$ cat src/rtl/bcd_pkg.sv
// Shared constants and types for the BCD operand entry path.
// Holds the default operand width, the key-code map and the entry FSM state type.
// Imported by bcd_digit_entry; the parent converter only needs DIGITS.
package bcd_pkg;

  // Default number of BCD digits in an operand.
  localparam int DIGITS = 13;

  // Key codes from the key decoder. 0-9 are digits; 0xD-0xF are unused.
  localparam logic [3:0] KEY_DIG_MAX = 4'h9;
  localparam logic [3:0] KEY_BKSP    = 4'hA;
  localparam logic [3:0] KEY_CLR     = 4'hB;
  localparam logic [3:0] KEY_ENT     = 4'hC;

  // ENTRY: building an operand. HOLD: committed operand waiting for downstream.
  typedef enum logic {
    ENTRY = 1'b0,
    HOLD  = 1'b1
  } state_t;

endpackage

$ cat src/rtl/bcd_digit_entry.sv
// Builds a DIGITS-wide packed-BCD operand from key events (digit, backspace, clear, enter).
// Latency: a key accepted on a rising edge is visible on disp_bcd/digit_count/out_* one cycle later.
// Backpressure: key_ready drops while a committed operand waits; keys are dropped, not queued.
//
// Ports:
//   clk          system clock, rising edge
//   reset        asynchronous active-high reset
//   key_valid    key strobe, accepted when key_ready=1
//   key_code     0-9 digit, 0xA backspace, 0xB clear, 0xC enter, 0xD-0xF ignored
//   key_ready    high in ENTRY state (pure registered-state decode)
//   disp_bcd     live entry, digit 0 (least significant) in [3:0]
//   digit_count  significant digits entered, 0..DIGITS
//   full_err     one-cycle pulse after a digit was dropped because the entry was full
//   out_bcd      committed operand, stable while out_valid=1
//   out_valid    committed operand available
//   out_ready    downstream accepts out_bcd
module bcd_digit_entry #(
  parameter int DIGITS = bcd_pkg::DIGITS,
  parameter int CNT_W  = $clog2(DIGITS + 1)
) (
  input  logic                clk,
  input  logic                reset,
  input  logic                key_valid,
  input  logic [3:0]          key_code,
  output logic                key_ready,
  output logic [4*DIGITS-1:0] disp_bcd,
  output logic [CNT_W-1:0]    digit_count,
  output logic                full_err,
  output logic [4*DIGITS-1:0] out_bcd,
  output logic                out_valid,
  input  logic                out_ready
);
  import bcd_pkg::*;

  localparam logic [CNT_W-1:0] CNT_FULL = CNT_W'(DIGITS);

  state_t              state_q, state_d;
  logic [4*DIGITS-1:0] disp_q, disp_d;
  logic [CNT_W-1:0]    cnt_q, cnt_d;
  logic [4*DIGITS-1:0] out_q, out_d;
  logic                ov_q, ov_d;
  logic                ferr_q, ferr_d;
  logic                key_acc;

  // key_ready depends only on registered state, so out_ready never reaches it.
  assign key_ready = (state_q == ENTRY);
  assign key_acc   = key_valid & key_ready;

  always_comb begin
    state_d = state_q;
    disp_d  = disp_q;
    cnt_d   = cnt_q;
    out_d   = out_q;
    ov_d    = ov_q;
    ferr_d  = 1'b0;

    case (state_q)
      ENTRY: begin
        if (key_acc) begin
          if (key_code <= KEY_DIG_MAX) begin
            if (cnt_q == CNT_FULL) begin
              // Entry full: drop the digit and flag it for one cycle.
              ferr_d = 1'b1;
            end else if ((cnt_q != '0) || (key_code != 4'd0)) begin
              // A zero typed into an empty entry is a leading zero and is not counted.
              disp_d = {disp_q[4*DIGITS-5:0], key_code};
              cnt_d  = cnt_q + CNT_W'(1);
            end
          end else begin
            case (key_code)
              KEY_BKSP: begin
                if (cnt_q != '0) begin
                  disp_d = disp_q >> 4;
                  cnt_d  = cnt_q - CNT_W'(1);
                end
              end
              KEY_CLR: begin
                disp_d = '0;
                cnt_d  = '0;
              end
              KEY_ENT: begin
                // An empty entry commits the value zero.
                out_d   = disp_q;
                ov_d    = 1'b1;
                disp_d  = '0;
                cnt_d   = '0;
                state_d = HOLD;
              end
              default: begin
              end
            endcase
          end
        end
      end
      HOLD: begin
        // out_valid is always set in HOLD, so out_ready alone completes the handshake.
        // out_bcd keeps its value after the handshake.
        if (out_ready) begin
          ov_d    = 1'b0;
          state_d = ENTRY;
        end
      end
      default: begin
        state_d = ENTRY;
      end
    endcase
  end

  always_ff @(posedge clk or posedge reset) begin
    if (reset) begin
      state_q <= ENTRY;
      disp_q  <= '0;
      cnt_q   <= '0;
      out_q   <= '0;
      ov_q    <= 1'b0;
      ferr_q  <= 1'b0;
    end else begin
      state_q <= state_d;
      disp_q  <= disp_d;
      cnt_q   <= cnt_d;
      out_q   <= out_d;
      ov_q    <= ov_d;
      ferr_q  <= ferr_d;
    end
  end

  assign disp_bcd    = disp_q;
  assign digit_count = cnt_q;
  assign out_bcd     = out_q;
  assign out_valid   = ov_q;
  assign full_err    = ferr_q;

endmodule
$ cat config.mk
export PLATFORM = sky130hd
export DESIGN_NAME = bcd_digit_entry
export DESIGN_NICKNAME = d
export VERILOG_FILES = /design/src/rtl/bcd_pkg.sv /design/src/rtl/bcd_digit_entry.sv
export SDC_FILE = /design/constraint.sdc
export NUM_CORES = 1
export LEC_CHECK = 0
export CORE_MARGIN = 2
export CORE_UTILIZATION = 53
export CTS_CLUSTER_SIZE = 20
export DETAILED_ROUTE_END_ITERATION = 10
export GPL_ROUTABILITY_DRIVEN = 0
export PLACE_DENSITY = 0.85
export RECOVER_POWER = 100
export SLEW_MARGIN = 20
export SYNTH_ARGS = -nofsm -noshare
export SYNTH_HDL_FRONTEND = slang
export SYNTH_SLANG_ARGS = --single-unit
$ cat constraint.sdc
create_clock -name clk -period 7.3 [get_ports clk]
set_input_delay 0.73 -clock clk [delete_from_list [all_inputs] [get_ports clk]]
set_output_delay 0.73 -clock clk [all_outputs]
set_load 0.02 [all_outputs]
---- After elaboration in Yosys (flattened, before gate mapping) ----
Cells that the tools add are included.
word-level totals
  register bits ........................... 111
  input port bits ......................... 8
  output and inout bits ................... 111
operators by class
  add/subtract/negate cells ............... 2
  order comparisons ....................... 1
  equal/unequal tests ..................... 11
  mux-type cells .......................... 24
  bitwise logic cells ..................... 3
  reduce and logical (&&, ||, !) cells .... 8
operators by type and width
  operator                                               count
  two-way mux 52 bit                                     4
  one-hot mux 52 bit (2 select lines)                    1
  equality test 4 bit, second input constant             4
  two-way mux 4 bit                                      4
  two-way mux 1 bit                                      12
  one-hot mux 4 bit (2 select lines)                     1
  AND reduction 4 bit                                    2
  nonzero test 4 bit                                     2
  inequality test 2 x 1 -> 1 bit, second input constant  3
  inequality test 2 bit, second input constant           3
  AND reduction 6 bit                                    1
  adder 4 x 1 -> 4 bit, second input constant            1
  <= comparator 4 bit, second input constant             1
  one-hot mux 1 bit (2 select lines)                     2
  subtractor 4 x 1 -> 4 bit, second input constant       1
  inequality test 3 bit, second input constant           1
  nonzero test 3 bit                                     1
  inverter 1 bit                                         2
  OR reduction 2 bit                                     1
  AND 1 bit                                              1
  logical OR 1 bit                                       1

---- Longest topological paths before layout ----
Gate-level depths: netlist of run 1.
  word-level depth ........................ 5
  gate-level depth with buffers ........... 8
  gate-level depth less buffers ........... 6

---- Worst setup path after synthesis of run 1 ----
OpenSTA, ideal clock, no wires.
  path kind ............................... input to register
  start point ............................. input key_code[1]
  end point ............................... register out_q[18], in the netlist out_bcd[18]
  data arrival time ....................... 1982 ps
  required time ........................... 7175 ps
  slack ................................... 5193 ps
  stages .................................. 5
  cell sequence ........................... buf_6 -> or2_4 -> nor3_4 -> buf_6 -> mux2_4
on the way
  cells in the longest elaborated chain, start to end .. 3
  elaborated cells between the ends (all ways) .. 4
  classes of those cells .................. order compare (1); eq/ne (1); bitwise (1); reduce/logical (1)
ends and longest elaborated chain
  what                             RTL line                RTL
  start, declared                  bcd_digit_entry.sv:24   input logic [3:0] key_code,
  <= comparator 4 bit              bcd_digit_entry.sv:60   if (key_code <= KEY_DIG_MAX) begin
  inverter 1 bit (no line)         --
  AND reduction 4 bit (no line) *  --
  end signal, assigned             bcd_digit_entry.sv:121  out_q <= out_d;
  end, declared                    bcd_digit_entry.sv:40   logic [4*DIGITS-1:0] out_q, out_d;
Mark *: on every way between the ends. The rest lies on a longest branch, timed or not.
A chain may end at the register's enable or synchronous reset.

---- Worst setup path after layout of run 1 ----
  start point ............................. input key_code[3]
  end point ............................... register disp_q[1], in the netlist disp_bcd[1]
on the way
  cells in the longest elaborated chain, start to end .. 4
  elaborated cells between the ends (all ways) .. 14
  classes of those cells .................. order compare (1); eq/ne (6); mux (2); reduce/logical (5)
ends and longest elaborated chain
  what                                                                         RTL line                RTL
  parallel branches: the longest is 4 deep, another holds <= comparator 4 bit  --
  end signal, assigned                                                         bcd_digit_entry.sv:119  disp_q <= disp_d;
  end, declared                                                                bcd_digit_entry.sv:38   logic [4*DIGITS-1:0] disp_q, disp_d;
Several ways; the timed one is not identified.

==> results by group, run 1 <==
Status
  – Run status: finished, violations left
  – Failing checks: capacitance limit, slew limit

Layout
  – Final net count: 515
  – Filler Cells Inserted: ~660
  – Most frequent cells in the layout: dlygate4sd3_1 (114), dfrtp_1 (111), a21oi_1 (93)
  – Syn-to-layout area delta: 28.6%
  – Non-filler cells, final: 620
  – Diode count: 0
  – Seq. cell area: 2780 um^2
  – Area of the multi-input gates: 1830 um^2
  – Layout cells sized above 1: 0.124
  – Commonest non-fill, non-tap cell in the layout: dlygate4sd3_1

Global routing
  – GRT Overall Usage: 0.243
  – Global-route wire length before repair: between 15000 and 20000 um
  – Initial antenna violation count: 0
  – Vias in the first global route: ~3800
  – Grt total ovfl: 0
  – Largest net degree at the start of global routing: 66

Synth
  – Net count after synthesis: approximately 420
  – Syn Inst Count: 405
  – XOR/XNOR Fraction of Synth Area: 0.00179
  – EDFF count, synth: 0
  – Yosys cell types: around 40
  – Most frequently used flop master after synthesis: dfrtp_1
  – Largest family of logic cells by synthesized area: compound AO/OA/AOI/OAI gates
  – Post-synthesis compound-gate area fraction: 0.195
  – Multiplexer share of the synthesized area: 0.149
  – Area share of fa/ha/maj cells after synthesis: 0.00767
  – Leading area contributor after synthesis: dfrtp_1
  – Yosys warns: 0
  – Post-Synth Simple-Gate Area: 0.0274
  – Top area cells in the synthesized netlist: dfrtp_1 (57%), a21oi_1 (9.5%), mux2_2 (9.2%)
  – Synthesized cell area: 4890 um^2
  – Syn_area_per_cell: 12.1 um^2
  – #FFs+latches synth: 111
  – Sequential area share after synthesis: 0.568
  – Ys async rst share: 1.00
  – Yosys top cell area share: 0.568

Timing
  – Max-slew violations: 216
  – Worst Setup Slack, final: around 2.3 ns
  – Crit share post-route: 0.686
  – Slew HR: -1.01
  – RSZ-0062 raised after global routing: no
  – Final Hold Viols: 0
  – Setup TNS: 0 ns
  – Worst-Margin Slew: 3.01 ns
  – Max Fclk: 200 MHz
  – Final min period: about 5 ns
  – Clk_skew: around 0.012 ns
  – # setup viols final: 0

Critical path
  – Worst EP required: 7.54 ns
  – Worst-path fanout max: 56
  – Reg2reg setup slack: 2.78 ns
  – R2r worst-path depth: 7
  – Crit path from: key_code[3]
  – Worst setup SP type: input pin
  – R2r endpoint: disp_bcd[1]
  – Crit end category: flop
  – Worst R2R Start: digit_count[1]
  – Worst path cell trace: dlygate4sd3_1 > o21ai_0 > a211oi_4 > buf_4 > and2_0 > mux2_2
  – CP max stage cell: and2_0
  – Slowest Stage Delay on Critical Path: 2.26 ns
  – Crit path DAT: 5.24 ns
  – CP Class: in -> reg

Run
  – Number of max-cap violations: 4

Worst hold path
  – Worst hold path cell count: 1
  – Hold Path End: out_bcd[8]
  – Worst Hold Class: reg -> reg
  – Hold path start: out_bcd[8]

Detailed routing
  – Remaining DRCs: 0
  – WL final: 12000 um
  – Starting DRT DRC Count: 306
  – Antenna-violating nets left: 0
  – Avg Vias per Cell: 6.12
  – Vias: 3796
  – Routed len/inst: ~19 um
  – Pre-antenna DRT Iters: 5

Power
  – Psw: 1.18 mW
  – Combinational Power Share: 0.433
  – Seq pwr share: 0.397
  – Pwr/cell area: 475 nW/um^2
  – Power share of the clock group: 0.170
  – Maximum VDD drop: 0.299 mV
  – Lkg Pwr: 2.64 nW
  – Pint: 1.80 mW
  – Sw Ratio: 0.397

Placed design
  – Final HPWL from detailed placement: 7420 um
  – Post-Place Worst Slack: 3.55 ns
  – Port Buf Inserts: about 120
  – Placed cell count: roughly 600

CTS
  – Clock Tree Root: clkbuf_8
  – CTS tree: done
  – Clock Latency Late Sink: 0.36 ns
  – Clock slew at reported path FFs: 0.10 ns
  – Bufs on Longest Clock Path: 2
  – Post-CTS Setup Inserts: 0
  – Post-CTS Resized: 0
  – TritonCTS Buffers: 9
  – Hold_buf cts: 0
  – CTS HTree Levels: 3
  – Sink Count: 111

Die
  – Initial core utilization: 0.537
  – Core ar.: 9110 um^2
  – DIE AREA: around 10000 um^2
  – # IOs: ~120
  – Row count: 35
  – Die X: 100 um
  – Chip Height: 100 um
metrics by stage:
| step | utilization | hold slack [ns] | area (um^2) | power (mW) |
|---|---|---|---|---|
| after detailed placement | 0.665 | 0.474 | 6060 | 2.62 |
| after CTS | 0.698 | 0.496 | 6350 | 3.14 |
| after global routing | 0.691 | 0.511 | 6290 | 3.14 |
| final | 0.691 | 0.488 | 6290 | 2.99 |
| after floorplan | - | 0.541 | 4890 | 1.88 |
| after global placement | 0.665 | 0.460 | 6060 | 2.57 |
power groups by stage:
stage / Clock [mW] / Sequential [mW] / Combinational [mW]
after floorplan: 0 / 1.47 / 0.409
final: 0.508 / 1.19 / 1.29
after global routing: 0.535 / 1.23 / 1.38
after CTS: 0.512 / 1.20 / 1.43
after global placement: 0 / 1.19 / 1.38
after detailed placement: 0 / 1.21 / 1.41
synthesized netlist by cell type, types with 2 or more instances:
library cell	instances
a31oi_1	2
mux2_4	10
buf_2	14
mux2i_1	5
buf_6	6
a22o_1	2
buf_1	2
ha_1	3
nand2_1	12
a22oi_1	45
a21oi_1	93
dfrtp_1	111
clkbuf_1	8
mux2_1	7
buf_4	5
and2_1	2
mux2_2	40
nor2_1	5
o21ai_0	2
inv_1	10
area by class of cell:
type / count / area share
inverter: 10 / 0.00616
clock inverter: 6 / 0.0247
tap: 111 / 0.0221
sequential: 111 / 0.441
multi-input combinational: 249 / 0.291
timing repair buffer: 123 / 0.192
clock buffer: 10 / 0.0219
sequential cells by signal, indices dropped and copies added (netlist names):
register     count
state_q          1
disp_bcd        52
full_err         1
digit_count      4
out_bcd         52
out_valid        1
worst max path at each step:
stage | to
floorplan | digit_count[0]
global placement | disp_bcd[1]
detailed placement | disp_bcd[1]
CTS | disp_bcd[1]
global route | disp_bcd[3]
finish | disp_bcd[1]
cells by family (layout without fill, tap and decap cells):
group	Yosys count	count (layout)
adders and majority gates	3	3
muxes	62	62
DFF	111	111
and+or+nand+nor	26	26
xor gates and xnor gates	1	1
buffers and inverters	45	149
AOI/OAI and AO/OA	157	157
critical path: cells and delay by family:
family          cells  cell delay [ns]
compound gates      2             0.53
buf+inv             2             1.20
mux                 1             0.48
simple gates        1             2.26
routing by layer:
metal  wire (um)  up-vias  track usage  share of wire
li1            -     1684            -              -
met1        4940     1908        0.348           0.41
met2        5890      183        0.377           0.49
met3        1010       21       0.0460          0.084
met4         187        0       0.0822          0.016
met5           0        -            0              0
(Power assumes the default switching activity.)
==> run 2: changes to the inputs <==
Settings changed: CORE_UTILIZATION 53 to 50, PLACE_DENSITY 0.85 to 0.81.
Clock period 7.3 ns to 4.8 ns, I/O delays scaled along.
==> run 2 against run 1 <==
  * The flow still finishes with violations (capacitance limit, slew limit)
  * Power up 45%
  * Sequential share of layout area grew 0.13 points
  * Die area increased by 5.8%
  * Via count decreased by 0.63%
  * Design area down 0.30%
  * Worst setup slack worse by 1.1 ns
  * Sequential cell count is the same
  * Count of clock-buffer cells in the layout up 2
  * First-iteration DRC count shrank 12%
  * Clock power grew 14%
  * Critical path type unchanged
==> results by group, run 2 (synthesis results as in run 1) <==
CTS
  – Clock slew at reported path FFs: 0.10 ns (about the same)
  – CTS tree: done
  – Hold_buf cts: 0 (unchanged)
  – Bufs on Longest Clock Path: 2 (unchanged)
  – TritonCTS Buffers: 9 (unchanged)
  – Post-CTS Resized: 0 (unchanged)
  – Clock Latency Late Sink: 0.37 ns (about the same)
  – CTS HTree Levels: 3 (unchanged)
  – Sink Count: 111 (unchanged)
  – Post-CTS Setup Inserts: 0 (unchanged)
  – Clock Tree Root: clkbuf_8

Layout
  – Commonest non-fill, non-tap cell in the layout: dlygate4sd3_1
  – Non-filler cells, final: 644 (+3.9%)
  – Share of the core filled with cells: 0.651 (-0.0400)
  – Final net count: 517 (+0.39%)
  – Most frequent cells in the layout: dlygate4sd3_1 (114), dfrtp_1 (111), a21oi_1 (93)
  – Final Cell Area: 6270 um^2 (-0.30%)
  – Diode count: 0 (unchanged)
  – Syn-to-layout area delta: 28.2%
  – Layout cells sized above 1: 0.129 (+0.00539)

Timing
  – RSZ-0062 raised after global routing: no
  – Final min period: 3.59 ns
  – Worst-Margin Slew: 2.36 ns (-0.650 ns)
  – Slew HR: -0.573 (+0.434)
  – WHS: 0.484 ns (-0.00385 ns)
  – Final Hold Viols: 0 (unchanged)
  – # setup viols final: 0 (unchanged)
  – Clk_skew: 0.0102 ns (-0.00162 ns)
  – Worst Setup Slack, final: 1.21 ns (-1.09 ns)
  – Max Fclk: about 280 MHz
  – Setup TNS: 0 ns (unchanged)
  – Max-slew violations: 88 (-59%)
  – Crit share post-route: 0.749

Critical path
  – Worst setup SP type: input pin
  – Crit path DAT: 3.88 ns (-1.36 ns)
  – Crit end category: flop
  – Worst EP required: 5.08 ns (-2.46 ns)
  – CP Class: in -> reg
  – Worst-path fanout max: 55 (-1.8%)

Global routing
  – Initial antenna violation count: 0 (unchanged)
  – GRT Overall Usage: 0.232 (-0.0109)
  – Grt total ovfl: 0 (unchanged)
  – Largest net degree at the start of global routing: 82 (+24%)
  – Global-route wire length before repair: 19100 um (-1.8%)
  – Vias in the first global route: 3703 (-1.7%)

Detailed routing
  – Avg Vias per Cell: 5.86 (-4.3%)
  – Remaining DRCs: 0 (unchanged)
  – WL final: 11600 um (-3.9%)
  – Antenna-violating nets left: 0 (unchanged)
  – Routed len/inst: 18.0 um (-7.5%)
  – Vias: 3772 (-0.63%)
  – Starting DRT DRC Count: 270 (-12%)
  – Pre-antenna DRT Iters: 5 (unchanged)

Status
  – Failing checks: capacitance limit, slew limit
  – Run status: finished, violations left

Power
  – Pwr Total: 4.33 mW (+45%)
  – Maximum VDD drop: 0.417 mV (+40%)
  – Pwr/cell area: 691 nW/um^2 (+46%)
  – Lkg Pwr: 2.61 nW (-0.99%)

Placed design
  – Final HPWL from detailed placement: 7360 um (-0.74%)
  – Placed cell count: 627 (+3.8%)
  – Placed cell area: 6100 um^2 (+0.58%)
  – Port Buf Inserts: 118 (unchanged)
  – Post-Place Worst Slack: 1.50 ns (-2.04 ns)

Run
  – Number of max-cap violations: 2 (-2)

Die
  – Row count: 36 (+2.9%)
  – Chip Height: 103 um (+2.8%)
  – # IOs: 119 (unchanged)
  – Core ar.: 9640 um^2 (+5.8%)
  – Die X: 103 um (+2.8%)
  – Initial core utilization: 0.508 (-0.0296)
  – DIE AREA: 10600 um^2 (+5.8%)

Worst hold path
  – Worst Hold Class: reg -> reg
## run 2: power breakdown
| group | internal, mW | total, mW | switching [mW] | leakage (nW) |
|---|---|---|---|---|
| Combinational | 0.917 | 1.95 | 1.04 | 1.21 |
| Sequential | 1.36 | 1.80 | 0.442 | 1.30 |
| Clock | 0.271 | 0.581 | 0.309 | 0.0988 |
## run 2: routing by layer
layer	wire length (um)	share of wire	up-vias	track usage
met1	5120	0.44	1917	0.336
li1	-	-	1686	-
met4	204	0.018	0	0.0830
met3	777	0.067	19	0.0515
met2	5460	0.47	150	0.346
met5	0	0	-	0
## run 2: worst paths after layout
kind                            cells after the start  slack [ns]      startpoint            to
worst max-delay path                                5        1.21     key_code[1]  disp_bcd[13]
worst min-delay path                                1        0.48       out_valid     out_valid
worst max register to register                      8        1.54  digit_count[1]  disp_bcd[36]
worst min register to register                      1        0.48       out_valid     out_valid
max in group asynchronous                           3        1.89           reset  disp_bcd[19]
min in group asynchronous                           2        0.85           reset   out_bcd[48]
## run 2: layout make-up
type / instances / area (um^2)
fillers: 788 / 3370
clock inverters: 4 / 53.8
clock buffers: 12 / 155
flip-flops and latches: 111 / 2780
multi-input cells: 249 / 1840
well taps: 133 / 166
inverters: 10 / 38.8
repair buffers: 125 / 1240
## run 2: worst max-delay path, cell delays in order
cell and delay, ns:
dlygate4sd3_1 0.65, o21ai_0 0.40, clkbuf_1 1.72, a22oi_1 0.34, a21oi_1 0.26
==> run 3: changes to the inputs <==
Settings changed: CORE_UTILIZATION 50 to 45, PLACE_DENSITY 0.81 to 0.77.
Clock period 4.8 ns to 3.2 ns, I/O delays scaled along.
==> run 3 against run 2 <==
  * The run still ends with capacitance limit, slew limit left
  * Cell count grew 0.93%
  * Non-clock buffer count grew 1
  * Design area shrank 0.60%
  * Sequential cell count is the same
  * Worst setup slack lost 0.53 ns
  * Clock power grew 35%
  * Worst hold slack gained 0.0045 ns
  * Critical path type unchanged
  * Largest cell class unchanged
==> results by group, run 3 (synthesis results as in run 1) <==
Status
  – Run status: finished, violations left
  – Failing checks: capacitance limit, slew limit

Timing
  – # setup viols final: 0 (unchanged)
  – Max-slew violations: 66 (-25%)
  – Worst-Margin Slew: 1.57 ns (-0.789 ns)
  – Final min period: 2.52 ns
  – Crit share post-route: 0.789
  – Max Fclk: just under 400 MHz
  – Worst Setup Slack, final: 0.675 ns (-0.531 ns)
  – Clk_skew: 0.00946 ns (-0.000759 ns)
  – Setup TNS: 0 ns (unchanged)
  – Slew HR: -0.0464 (+0.526)
  – RSZ-0062 raised after global routing: no
  – Final Hold Viols: 0 (unchanged)

Detailed routing
  – Vias: 3777 (+0.13%)
  – Antenna-violating nets left: 0 (unchanged)
  – Remaining DRCs: 0 (unchanged)
  – WL final: 11900 um (+2.9%)
  – Starting DRT DRC Count: 342 (+27%)
  – Avg Vias per Cell: 5.81 (-0.79%)
  – Pre-antenna DRT Iters: 8 (+3)
  – Routed len/inst: 18.3 um (+2.0%)

Power
  – Power share of the clock group: 0.122 (-0.012)
  – Pwr Total: 6.41 mW (+48%)
  – Seq pwr share: 0.422 (+0.007)
  – Combinational Power Share: 0.457 (+0.006)
  – Pint: 3.72 mW (+46%)
  – Lkg Pwr: 2.60 nW (-0.43%)
  – Psw: 2.70 mW (+51%)
  – Pwr/cell area: 1030 nW/um^2 (+49%)
  – Sw Ratio: 0.420 (+0.00770)
  – Maximum VDD drop: 0.431 mV (+3.2%)

Critical path
  – Worst path cell trace: dlygate4sd3_1 > nand2_1 > nor3_1 > clkbuf_1 > mux2_2
  – Worst-path fanout max: 19 (-65%)
  – CP max stage cell: clkbuf_1
  – Slowest Stage Delay on Critical Path: 0.85 ns (-0.87 ns)
  – CP Buf/Inv Count: 2 (unchanged)
  – Crit end category: flop
  – Worst setup SP type: input pin
  – Crit path DAT: 2.78 ns (-1.10 ns)
  – Worst EP required: 3.46 ns (-1.62 ns)
  – Top Family by Delay on Critical Path: buffers and inverters
  – CP Class: in -> reg

CTS
  – Clock Tree Root: clkbuf_8
  – Bufs on Longest Clock Path: 2 (unchanged)
  – CTS tree: done
  – Hold_buf cts: 0 (unchanged)
  – TritonCTS Buffers: 9 (unchanged)
  – Post-CTS Setup Inserts: 0 (unchanged)
  – Post-CTS Resized: 0 (unchanged)
  – Clock slew at reported path FFs: 0.09 ns (about the same)
  – Clock Latency Late Sink: 0.37 ns (about the same)
  – Sink Count: 111 (unchanged)
  – CTS HTree Levels: 3 (unchanged)

Global routing
  – Largest net degree at the start of global routing: 66 (-20%)
  – Vias in the first global route: 3655 (-1.3%)
  – GRT Overall Usage: 0.211 (-0.0205)
  – Initial antenna violation count: 0 (unchanged)
  – Grt total ovfl: 0 (unchanged)
  – Global-route wire length before repair: 19200 um (+0.47%)

Die
  – Chip Height: 108 um (+5.2%)
  – # IOs: 119 (unchanged)
  – Row count: 38 (+5.6%)
  – DIE AREA: 11700 um^2 (+11%)
  – Core ar.: 10700 um^2 (+11%)
  – Initial core utilization: 0.455 (-0.0522)
  – Die X: 108 um (+5.2%)

Layout
  – Most frequent cells in the layout: dlygate4sd3_1 (113), dfrtp_1 (111), a21oi_1 (93)
  – Syn-to-layout area delta: 27.5%
  – Final Cell Area: 6240 um^2 (-0.60%)
  – Layout cells sized above 1: 0.129 (+0.000253)
  – Commonest non-fill, non-tap cell in the layout: dlygate4sd3_1
  – Diode count: 0 (unchanged)
  – Filler Cells Inserted: 920 (+17%)
  – Final net count: 518 (+0.19%)
  – Share of the core filled with cells: 0.580 (-0.0705)

Placed design
  – Final HPWL from detailed placement: 7840 um (+6.5%)
  – Placed cell area: 6150 um^2 (+0.82%)
  – Port Buf Inserts: 118 (unchanged)
  – Post-Place Worst Slack: 0.673 ns (-0.832 ns)

Worst hold path
  – Worst Hold Class: reg -> reg

Run
  – Number of max-cap violations: 1 (-1)
[run 3: path summary, 6_finish.rpt]
kind,startpoint,end,slack [ns],cells past startpoint
max,key_code[3],out_bcd[42],0.68,5
min,out_bcd[3],out_bcd[3],0.49,1
max reg2reg,state_q,out_bcd[42],0.86,4
min reg2reg,out_bcd[3],out_bcd[3],0.49,1
max in group asynchronous,reset,disp_bcd[51],1.27,3
min in group asynchronous,reset,out_bcd[46],0.81,3
[run 3: metrics by stage]
stage	cells	hold WS [ns]
CTS	650	0.400
finish	650	0.489
global route	650	0.497
global placement	636	0.461
floorplan	405	0.405
detailed placement	636	0.476
[run 3: final cells by class]
class	instances	area (um^2)	share of cell area
tap	140	175	0.0281
inverter	10	41.3	0.00662
multi-input combinational	249	1820	0.293
sequential	111	2780	0.445
clock buffer	10	138	0.0221
clock inverter	4	37.5	0.00602
timing repair buffer	126	1240	0.199
[run 3: power groups by stage]
stage / combinational (mW) / sequential, mW / clock [mW]
6_report: 2.93 / 2.70 / 0.782
5_1_grt: 3.14 / 2.80 / 0.885
4_1_cts: 3.25 / 2.75 / 0.806
3_5_place_dp: 3.23 / 2.77 / 0
3_3_place_gp: 3.16 / 2.74 / 0
2_1_floorplan: 0.933 / 3.35 / 0
[run 3: per-layer routing]
layer,GRT usage,routed length (um)
met1,0.292,5100
met2,0.332,5810
met3,0.0530,805
met4,0.0586,187
met5,0,0
